### src/rtl/uart_rx_cfg_if.sv
`default_nettype none
// ============================================================================
//  Module   : uart_rx_cfg_if
//  Purpose  : Receive-word handshake between uart_rx_cfg and the CPU-side
//             peripheral bus (word, per-word error flags, valid/ready).
//  Revision : 1.0  initial release
// ============================================================================
interface uart_rx_cfg_if #(
   parameter int DATA_BITS = 8
);
   logic [DATA_BITS-1:0] m_data;
   logic                 m_frame_err;
   logic                 m_parity_err;
   logic                 m_valid;
   logic                 m_ready;

   // Receiver side: produces the word and its flags
   modport master (
      output m_data, m_frame_err, m_parity_err, m_valid,
      input  m_ready
   );

   // Consumer side: takes the word when valid && ready
   modport slave (
      input  m_data, m_frame_err, m_parity_err, m_valid,
      output m_ready
   );
endinterface
`default_nettype wire

### src/rtl/uart_rx_cfg.sv
`default_nettype none
// ============================================================================
//  Module   : uart_rx_cfg
//  Purpose  : Configurable UART receiver (5..8 data bits, none/even/odd
//             parity, 1 or 2 stop bits) with built-in fractional 16x baud
//             generator, 3-sample majority voting, break and overrun flags.
//  Revision : 1.0  initial release
// ============================================================================
module uart_rx_cfg #(
   parameter int ACC_W     = 16,
   parameter int BAUD_INC  = 4832,
   parameter int DATA_BITS = 8,
   parameter int PARITY    = 0,
   parameter int STOP_BITS = 1
) (
   input  wire logic      mclk,
   input  wire logic      reset,
   input  wire logic      serial,
   uart_rx_cfg_if.master  m,
   output logic           break_det,
   output logic           overrun
);

   typedef enum logic [2:0] {
      S_IDLE     = 3'd0,
      S_START    = 3'd1,
      S_DATA     = 3'd2,
      S_PARITY   = 3'd3,
      S_STOP     = 3'd4,
      S_BRK_WAIT = 3'd5
   } state_t;

   localparam logic [2:0] LAST_BIT_C = 3'(DATA_BITS - 1);
   localparam logic       ODD_C      = (PARITY == 2);
   localparam logic       HAS_PAR_C  = (PARITY != 0);
   localparam logic       ONE_STOP_C = (STOP_BITS == 1);

   // ---------------------------------------------------------------- sync
   logic sync1_q, rx_s_q;

   // Two-flop synchroniser for the asynchronous line; idles high
   always_ff @(posedge mclk or posedge reset) begin
      if (reset) begin
         sync1_q <= 1'b1;
         rx_s_q  <= 1'b1;
      end else begin
         sync1_q <= serial;
         rx_s_q  <= sync1_q;
      end
   end

   // ---------------------------------------------------------------- baud
   logic [ACC_W-1:0] acc_q;
   logic [ACC_W:0]   acc_d;
   logic             tick_q;

   assign acc_d = {1'b0, acc_q} + (ACC_W+1)'(BAUD_INC);

   // Free-running phase accumulator; its carry is the 16x oversampling tick
   always_ff @(posedge mclk or posedge reset) begin
      if (reset) begin
         acc_q  <= '0;
         tick_q <= 1'b0;
      end else begin
         acc_q  <= acc_d[ACC_W-1:0];
         tick_q <= acc_d[ACC_W];
      end
   end

   // ---------------------------------------------------------------- FSM
   state_t               state_q;
   logic [3:0]           scnt_q;
   logic [2:0]           bcnt_q;
   logic                 s7_q, s8_q;
   logic [DATA_BITS-1:0] shift_q;
   logic                 zero_q;     // every bit so far (data, parity) was 0
   logic                 frm_q;      // an earlier stop bit of this word was 0
   logic                 perr_q;
   logic                 stop2_q;    // currently in the second stop bit
   logic                 brk_q;

   logic maj_d, at_stop9, last_stop, brk_hit, complete, ferr_d;

   // Third sample is the live rx_s at scnt 9
   assign maj_d     = (s7_q & s8_q) | (s7_q & rx_s_q) | (s8_q & rx_s_q);
   assign at_stop9  = tick_q && (state_q == S_STOP) && (scnt_q == 4'd9);
   assign last_stop = ONE_STOP_C || stop2_q;
   assign brk_hit   = at_stop9 && !stop2_q && !maj_d && zero_q;
   assign complete  = at_stop9 && last_stop && !brk_hit;
   assign ferr_d    = frm_q | ~maj_d;

   // Frame sequencer: advances only on the oversampling tick
   always_ff @(posedge mclk or posedge reset) begin
      if (reset) begin
         state_q <= S_IDLE;
         scnt_q  <= 4'd0;
         bcnt_q  <= 3'd0;
         s7_q    <= 1'b0;
         s8_q    <= 1'b0;
         shift_q <= '0;
         zero_q  <= 1'b0;
         frm_q   <= 1'b0;
         perr_q  <= 1'b0;
         stop2_q <= 1'b0;
         brk_q   <= 1'b0;
      end else begin
         brk_q <= 1'b0;
         if (tick_q) begin
            case (state_q)
               S_IDLE: begin
                  if (!rx_s_q) begin
                     state_q <= S_START;
                     scnt_q  <= 4'd0;
                     bcnt_q  <= 3'd0;
                     zero_q  <= 1'b1;
                     frm_q   <= 1'b0;
                     perr_q  <= 1'b0;
                     stop2_q <= 1'b0;
                  end
               end
               S_BRK_WAIT: begin
                  if (rx_s_q) state_q <= S_IDLE;
               end
               default: begin
                  scnt_q <= scnt_q + 4'd1;
                  if (scnt_q == 4'd7) s7_q <= rx_s_q;
                  if (scnt_q == 4'd8) s8_q <= rx_s_q;
                  if (scnt_q == 4'd9) begin
                     case (state_q)
                        S_START: if (maj_d) state_q <= S_IDLE;
                        S_DATA: begin
                           shift_q <= {maj_d, shift_q[DATA_BITS-1:1]};
                           if (maj_d) zero_q <= 1'b0;
                        end
                        S_PARITY: begin
                           perr_q <= (((^shift_q) ^ maj_d) != ODD_C);
                           if (maj_d) zero_q <= 1'b0;
                        end
                        S_STOP: begin
                           if (brk_hit) begin
                              brk_q   <= 1'b1;
                              state_q <= S_BRK_WAIT;
                           end else begin
                              frm_q <= ferr_d;
                              // Finish mid-bit to tolerate fast transmitters
                              if (last_stop) state_q <= S_IDLE;
                           end
                        end
                        default: ;
                     endcase
                  end
                  if (scnt_q == 4'd15) begin
                     case (state_q)
                        S_START: state_q <= S_DATA;
                        S_DATA: begin
                           if (bcnt_q == LAST_BIT_C) begin
                              bcnt_q  <= 3'd0;
                              state_q <= HAS_PAR_C ? S_PARITY : S_STOP;
                           end else begin
                              bcnt_q <= bcnt_q + 3'd1;
                           end
                        end
                        S_PARITY: state_q <= S_STOP;
                        S_STOP:   stop2_q <= 1'b1;
                        default: ;
                     endcase
                  end
               end
            endcase
         end
      end
   end

   // ---------------------------------------------------------------- hold
   logic [DATA_BITS-1:0] data_q;
   logic                 hferr_q, hperr_q, valid_q, ovr_q;

   // Holding register: load on completion if free (or freed now), else drop
   always_ff @(posedge mclk or posedge reset) begin
      if (reset) begin
         data_q  <= '0;
         hferr_q <= 1'b0;
         hperr_q <= 1'b0;
         valid_q <= 1'b0;
         ovr_q   <= 1'b0;
      end else begin
         ovr_q <= 1'b0;
         if (complete) begin
            if (!valid_q || m.m_ready) begin
               data_q  <= shift_q;
               hferr_q <= ferr_d;
               hperr_q <= perr_q;
               valid_q <= 1'b1;
            end else begin
               ovr_q <= 1'b1;
            end
         end else if (valid_q && m.m_ready) begin
            valid_q <= 1'b0;
         end
      end
   end

   assign m.m_data       = data_q;
   assign m.m_frame_err  = hferr_q;
   assign m.m_parity_err = hperr_q;
   assign m.m_valid      = valid_q;
   assign break_det      = brk_q;
   assign overrun        = ovr_q;

endmodule
`default_nettype wire

### src/flat_wrapper.sv
// flat-port wrapper written by rule: the top's interface ports become plain ports
module uart_rx_cfg_flat 
#(
   parameter int ACC_W     = 16,
   parameter int BAUD_INC  = 4832,
   parameter int DATA_BITS = 8,
   parameter int PARITY    = 0,
   parameter int STOP_BITS = 1
)
  (mclk, reset, serial, break_det, overrun, m_m_data, m_m_frame_err, m_m_parity_err, m_m_valid, m_m_ready);
  uart_rx_cfg_if #(.DATA_BITS(DATA_BITS)) m_i ();
  input  wire logic mclk;
  input  wire logic reset;
  input  wire logic serial;
  output logic break_det;
  output logic overrun;
  output wire logic [$bits(m_i.m_data)-1:0] m_m_data;
  output wire logic [$bits(m_i.m_frame_err)-1:0] m_m_frame_err;
  output wire logic [$bits(m_i.m_parity_err)-1:0] m_m_parity_err;
  output wire logic [$bits(m_i.m_valid)-1:0] m_m_valid;
  input wire logic [$bits(m_i.m_ready)-1:0] m_m_ready;
  assign m_m_data = m_i.m_data;
  assign m_m_frame_err = m_i.m_frame_err;
  assign m_m_parity_err = m_i.m_parity_err;
  assign m_m_valid = m_i.m_valid;
  assign m_i.m_ready = m_m_ready;
  uart_rx_cfg #(.ACC_W(ACC_W), .BAUD_INC(BAUD_INC), .DATA_BITS(DATA_BITS), .PARITY(PARITY), .STOP_BITS(STOP_BITS)) u_core (.mclk(mclk), .reset(reset), .serial(serial), .m(m_i), .break_det(break_det), .overrun(overrun));
endmodule
### config.mk
export PLATFORM = sky130hd
export DESIGN_NAME = uart_rx_cfg_flat
export DESIGN_NICKNAME = d
export VERILOG_FILES = /design/src/rtl/uart_rx_cfg_if.sv /design/src/rtl/uart_rx_cfg.sv /design/src/flat_wrapper.sv
export SDC_FILE = /design/constraint.sdc
export NUM_CORES = 1
export LEC_CHECK = 0
export CAP_MARGIN = 15
export CELL_PAD_IN_SITES_DETAIL_PLACEMENT = 2
export CELL_PAD_IN_SITES_GLOBAL_PLACEMENT = 2
export CORE_ASPECT_RATIO = 1.2
export CORE_MARGIN = 2
export CORE_UTILIZATION = 42
export CTS_CLUSTER_DIAMETER = 120
export DETAILED_ROUTE_END_ITERATION = 6
export PLACE_DENSITY = 0.91
export SYNTH_ARGS = -nofsm -noshare
export SYNTH_HDL_FRONTEND = slang
export SYNTH_SLANG_ARGS = --single-unit
### constraint.sdc
create_clock -name mclk -period 3.1 [get_ports mclk]
set_input_delay 0.465 -clock mclk [delete_from_list [all_inputs] [get_ports mclk]]
set_output_delay 0.465 -clock mclk [all_outputs]
set_load 0.005 [all_outputs]
==> results of run 1 <==
-- through the flow --
| step | cell area, um2 | utilization | hold slack [ns] | power (mW) |
|---|---|---|---|---|
| finish | 2750 | 0.492 | 0.369 | 1.28 |
| global route | 2750 | 0.492 | 0.373 | 1.32 |
| CTS | 2750 | 0.492 | 0.373 | 1.29 |
| detailed placement | 2620 | 0.468 | 0.350 | 0.746 |
| global placement | 2620 | 0.468 | 0.348 | 0.742 |
| floorplan | 2410 | - | 0.345 | 0.728 |
-- layout make-up --
cell class	count	area share
Timing Repair Buffer	17	0.0609
Clock buffer	6	0.0264
Tap cell	64	0.0291
Clock inverter	2	0.0218
Inverter	12	0.0164
Sequential cell	51	0.465
Multi-Input combinational cell	134	0.381
-- power groups by stage --
stage	sequential [mW]	clock [mW]	combinational (mW)
2_1_floorplan	0.690	0	0.0376
3_5_place_dp	0.698	0	0.0476
4_1_cts	0.686	0.557	0.0488
6_report	0.686	0.549	0.0472
5_1_grt	0.687	0.578	0.0544
3_3_place_gp	0.697	0	0.0448
-- worst max-delay path by stage --
stage | slack, ns | startpoint | to | depth (start not counted)
CTS | 0.60 | u_core.scnt_q[1]$_DFFE_PP0P_ | u_core.m.m_frame_err$_DFFE_PP0P_ | 7
global route | 0.47 | u_core.state_q[1]$_DFFE_PP0P_ | u_core.m.m_frame_err$_DFFE_PP0P_ | 5
floorplan | 1.21 | u_core.scnt_q[1]$_DFFE_PP0P_ | u_core.m.m_data[0]$_DFFE_PP0P_ | 9
detailed placement | 0.68 | u_core.scnt_q[1]$_DFFE_PP0P_ | u_core.m.m_frame_err$_DFFE_PP0P_ | 7
finish | 0.62 | u_core.scnt_q[1]$_DFFE_PP0P_ | u_core.m.m_frame_err$_DFFE_PP0P_ | 7
global placement | 0.84 | u_core.scnt_q[1]$_DFFE_PP0P_ | u_core.m.m_data[6]$_DFFE_PP0P_ | 7
-- sequential cells by signal (all words and copies together) (netlist names), 3 cells and up --
signal and cells:
u_core.acc_q 11, u_core.m.m_data 8, u_core.shift_q 8, u_core.scnt_q 4
u_core.bcnt_q 3, u_core.state_q 3
-- placed cells by master, fill, tap and decap left out, drive strengths merged, types with 2 or more instances in the layout --
cell type	synthesis	final
ha	6	6
or3b	2	2
o21ai	7	7
inv	12	12
nor4	2	2
a31oi	3	3
dfstp	2	2
nand2	9	9
o2bb2ai	3	3
a21oi	6	6
bufinv	0	2
nor3	4	4
clkdlybuf4s50	0	16
o211ai	3	3
and3	2	2
a22oi	3	3
nand2b	4	4
mux2	21	21
clkbuf	4	6
dfrtp	49	49
nand4b	2	2
xnor2	12	12
a31o	2	2
xor2	6	6
nand3	5	5
nor2	16	16
a21o	2	2
-- routing by layer --
layer,global-route usage,vias up,share of wire
met5,0,-,0
met4,0.0808,0,0.024
met3,0.0347,10,0.020
met2,0.376,22,0.55
met1,0.243,844,0.41
li1,-,744,-
-- cells in the mapped netlist (2+ instances only) --
library cell / instances
xor2_1: 6
o211ai_1: 3
buf_2: 3
ha_1: 6
nor4_1: 2
and3_1: 2
nand2b_1: 3
o21ai_1: 2
a21o_1: 2
nand2_1: 9
a22oi_1: 3
dfrtp_1: 49
nand3_1: 5
nor2_1: 16
o21ai_0: 5
clkbuf_1: 4
inv_1: 11
mux2_2: 3
o2bb2ai_1: 3
mux2_1: 8
a21oi_1: 6
mux2_4: 10
nand4b_1: 2
dfstp_2: 2
a31oi_1: 3
xnor2_1: 12
nor3_1: 4
-- kinds of logic (layout without fill, tap and decap cells) --
kind of cell | after synthesis | in the layout | share of synthesized area
AO/OA/AOI/OAI | 38 | 38 | 0.110
flip-flops | 51 | 51 | 0.530
XOR/XNOR | 18 | 18 | 0.0653
AND/OR/NAND/NOR | 50 | 50 | 0.110
buffers and inverters | 20 | 37 | 0.0358
multiplexers | 21 | 21 | 0.114
adder cells (fa/ha/maj) | 7 | 7 | 0.0358
==> impl_metrics.toml, run 1 <==
[yosys]
ys_ff_latch = 51
avgSynthCellArea_um2 = 11.8
syn-cell-area_um2 = 2410
synth_area_leader_cell = "dfrtp_1"
synthTopCellsByArea = "dfrtp_1 (51%), mux2_4 (6.2%), xnor2_1 (4.4%), mux2_1 (3.7%), ha_1 (3.1%)"
synth_nets = 215
yosysTopAreaCellShare = 0.508
synth-edff-count = 0
synth-main-ff-cell = "dfrtp_1"
ys_types = 48
yosysSeqAreaShare = 0.530
synthArstFlopShare = 1.00
synth_cells = 205
yosys_warnings = 0

[timing]
fmax_mhz = 403
report.final.hold_viol_count = 0
layout_worst_path_cycle_share = 0.800
fin_crit_ns = 2.48
slew_violations = 0
grt_setup_unrepaired = "no"
setup_ws_ns = 0.619
tightest_slew_ns = 0.903
max_slew_margin = 0.392
setup_viol = 0
fin_worst_skew_ns = 0.00756
final.setup.tns_ns = 0

[clock_tree]
cts_tree = "done"
ctsHoldBuffers = 0
clk_pin_slew_ns = 0.10
insertion_delay_ns = 0.31
cts_buffers = 5
cts.sinks = 51
clockBufferDepth = 2
cts_root_buffer = "clkbuf_8"
post_cts_buffers = 0
h-tree-depth = 2
ctsResizeCount = 0

[grt]
grt_max_degree = 30
antenna_found_initial = 0
gr-usage-all-layers = 0.209
grt_pass1_wl_um = 9850
grt_pass1_vias = 1847
overflow = 0

[worst_setup_path]
crit_path_top_delay_cell = "nor2b_2"
crit_arrival_ns = 2.68
path_delay_family = "simple AND/OR/NAND/NOR gates"
timing.rr.end = "u_core.m.m_frame_err$_DFFE_PP0P_"
end_kind = "register"
worstSetupStartpointType = "register"
worst-endpoint-required_ns = 3.30
max_stage_delay_ns = 0.60
crit_type = "register to register"
worst-r2r-cell-count = 7
crit_buf_inv = 1
crit_chain = "inv_1, ha_1, and3b_1, nand3_1, nand2b_4, nor2b_2, mux2_4"
r2r_start = "u_core.scnt_q[1]$_DFFE_PP0P_"
r2r_slack_ns = 0.62
crit_fanout = 10

[power_and_ir_drop]
p_per_area_nw_per_um2 = 466
clockPowerShare = 0.428
p_int_mw = 1.01
p_seq_frac = 0.535
p_leak_nw = 1.25
switching_share = 0.209
irDropWorstVdd_mv = 0.254
p_switching_uw = 268
p_comb_frac = 0.037

[floorplanning]
die_h_um = 87.0
coreArea_um2 = 5590
row_count = 30
die_area_um2 = 6370
start_util = 0.432
ios = 17
die_w_um = 73.2

[placed_design]
placed_cells = 278
place.gp.congestion = 0.780
dp_slack_ns = 0.683
hpwl_um = 4110
io_buffers = 16

[finish]
area_growth_pct = 14.0
finalNetCount = 231
seq_area_um2 = 1280
n_antenna_cell = 0
multi_input_area_um2 = 1050
n_fill_cell = 545
layout-drive-gt1-share = 0.135
final_cells = 286

[route]
drt_iter0_drc = 87
drt_first_pass_iters = 4
drt-total-wl_um = 5850
vias = 1620
ant_nets = 0
drc_errors = 0
wl_per_cell_um = 20.5
via_per_inst = 5.66

[min_path]
worstHoldStart = "u_core.sync1_q$_DFF_PP1_"
min_to = "u_core.rx_s_q$_DFF_PP1_"
min_path_cells = 0
hp-class = "register to register"

[status]
status = "finished, final reports clean"

[run]
cap_violations = 0
Note: power is estimated with default switching activity, not from simulation.
==> run 2, diff against run 1 <==
- CORE_UTILIZATION: 42 -> 36
- PLACE_DENSITY: 0.91 -> 0.83
- clock period: 3.1 -> 2.1 ns (I/O delays scaled with it)
==> run 2 against run 1 <==
Effect of this change:
- hold slack worse by 0.078 ns
- cell count is 13% higher
- worst setup slack worse by 0.48 ns
- global-route usage is 2.2 points lower
- die area is 16% higher
- count of clock-buffer cells in the layout stayed put
- utilization is 4.6 points lower
- combinational power is 100% higher
- non-clock buffer count is 17 higher
- register-to-register slack worse by 0.48 ns
- largest power group unchanged
- first-iteration DRC count is 30% lower
- critical endpoint is now u_core.m.m_data[3]$_DFFE_PP0P_
- total power is 30% higher
==> impl_metrics.toml, run 2 (synthesis gave the netlist of run 1 again) <==
[worst_setup_path]
crit_arrival_ns = 2.15
crit_fanout = 10
r2r_slack_ns = 0.14
worst-endpoint-required_ns = 2.29
worstSetupStartpointType = "register"
worst-r2r-cell-count = 7
crit_type = "register to register"
end_kind = "register"

[placed_design]
placed_cells = 316
place.gp.congestion = 0.745
hpwl_um = 4540
placed_cell_area_um2 = 2790
io_buffers = 16
dp_slack_ns = -0.125

[timing]
slew_violations = 0
fin_worst_skew_ns = 0.00606
tightest_slew_ns = 0.439
grt_setup_unrepaired = "no"
fin_crit_ns = 1.96
layout_worst_path_cycle_share = 0.934
report.final.hold_viol_count = 0
fmax_mhz = 510
max_slew_margin = 0.706
final.setup.tns_ns = 0
setup_viol = 0
setup_ws_ns = 0.139

[floorplanning]
ios = 17
die_area_um2 = 7380
row_count = 32
die_w_um = 78.7
coreArea_um2 = 6450
start_util = 0.374
die_h_um = 93.7

[power_and_ir_drop]
p_per_area_nw_per_um2 = 578
total_power_mw = 1.66
p_leak_nw = 1.33
irDropWorstVdd_mv = 0.286

[route]
drt_first_pass_iters = 4
wl_met3_um = 163
wl_per_cell_um = 19.0
wirelength_met1_um = 2580
via_per_inst = 5.22
ant_nets = 0
drt-total-wl_um = 6140
vias = 1685
dr_wl_met2_um = 3300
drt_iter0_drc = 61
top_layer = "met4"
drc_errors = 0

[finish]
multi_input_area_um2 = 1050
finalNetCount = 248
seq_area_um2 = 1280
top_register = "u_core.acc_q"
n_antenna_cell = 0
stdcell_area_um2 = 2880
largest_reg_flops = 11
final_common_cell = "dfrtp_1"
layout-drive-gt1-share = 0.197
layout_common_cells = "dfrtp_1 (49), buf_4 (17), nor2_1 (16), clkdlybuf4s50_1 (16), xnor2_1 (12)"
final_cells = 323
area_growth_pct = 19.3
n_fill_cell = 664

[clock_tree]
cts_root_buffer = "clkbuf_8"
clk_pin_slew_ns = 0.09
ctsResizeCount = 1
insertion_delay_ns = 0.30
cts.sinks = 51
cts_buffers = 5
cts_tree = "done"
post_cts_buffers = 0
clockBufferDepth = 2
h-tree-depth = 2
ctsHoldBuffers = 0

[grt]
antenna_found_initial = 0
grt_max_degree = 26
gr-usage-all-layers = 0.186
grt_pass1_vias = 1969
grt_pass1_wl_um = 10400
overflow = 0

[min_path]
hp-class = "input port to async pin"

[run]
cap_violations = 0

[status]
status = "finished, final reports clean"
## run 2: cell types whose count changed in the layout (fill, tap and decap cells not counted)
cell	before	now
buf_12	0	1
buf_4	1	17
bufinv_16	2	0
clkbuf_1	1	0
clkbuf_8	5	6
clkinv_2	0	1
nor2b_2	1	0
nor2b_4	0	1
## run 2: layout make-up
class	count	share of cell area
clock buffers	6	0.0287
clock inverters	1	0.00174
inverters	12	0.0156
multi-input cells	134	0.366
flip-flops and latches	51	0.444
well taps	85	0.0369
repair buffers	34	0.107
## run 2: power by group
part           total (mW)  internal, mW  switching (mW)
registers            1.00         0.993         0.00655
clock network       0.570         0.259           0.310
logic              0.0949        0.0378          0.0571
## run 2: metal layers
| layer | global-route usage | up-vias |
|---|---|---|
| li1 | - | 775 |
| met5 | 0 | - |
| met3 | 0.0337 | 6 |
| met1 | 0.218 | 881 |
| met4 | 0.0687 | 0 |
| met2 | 0.338 | 23 |
## run 2: path summary, 6_finish.rpt
path                                         startpoint                        endpoint
setup / recovery           u_core.scnt_q[1]$_DFFE_PP0P_  u_core.m.m_data[3]$_DFFE_PP0P_
hold / removal                                    reset   u_core.shift_q[6]$_DFFE_PP0P_
setup reg to reg           u_core.scnt_q[1]$_DFFE_PP0P_  u_core.m.m_data[3]$_DFFE_PP0P_
hold reg to reg                u_core.sync1_q$_DFF_PP1_         u_core.rx_s_q$_DFF_PP1_
max in group asynchronous                         reset        u_core.sync1_q$_DFF_PP1_
min in group mclk              u_core.sync1_q$_DFF_PP1_         u_core.rx_s_q$_DFF_PP1_
## run 2: critical path, cell delays in order (launching register included)
cell and delay (ns):
dfrtp_1 0.39, inv_1 0.09, ha_1 0.15, and3b_1 0.18
nand3_1 0.12, nand2b_4 0.19, nor2b_4 0.38, mux2_4 0.35
## run 2: through the flow
stage	hold WS (ns)	utilization
global route	0.299	0.447
global placement	0.347	0.432
CTS	0.297	0.447
finish	0.291	0.447
floorplan	0.319	-
detailed placement	0.349	0.432
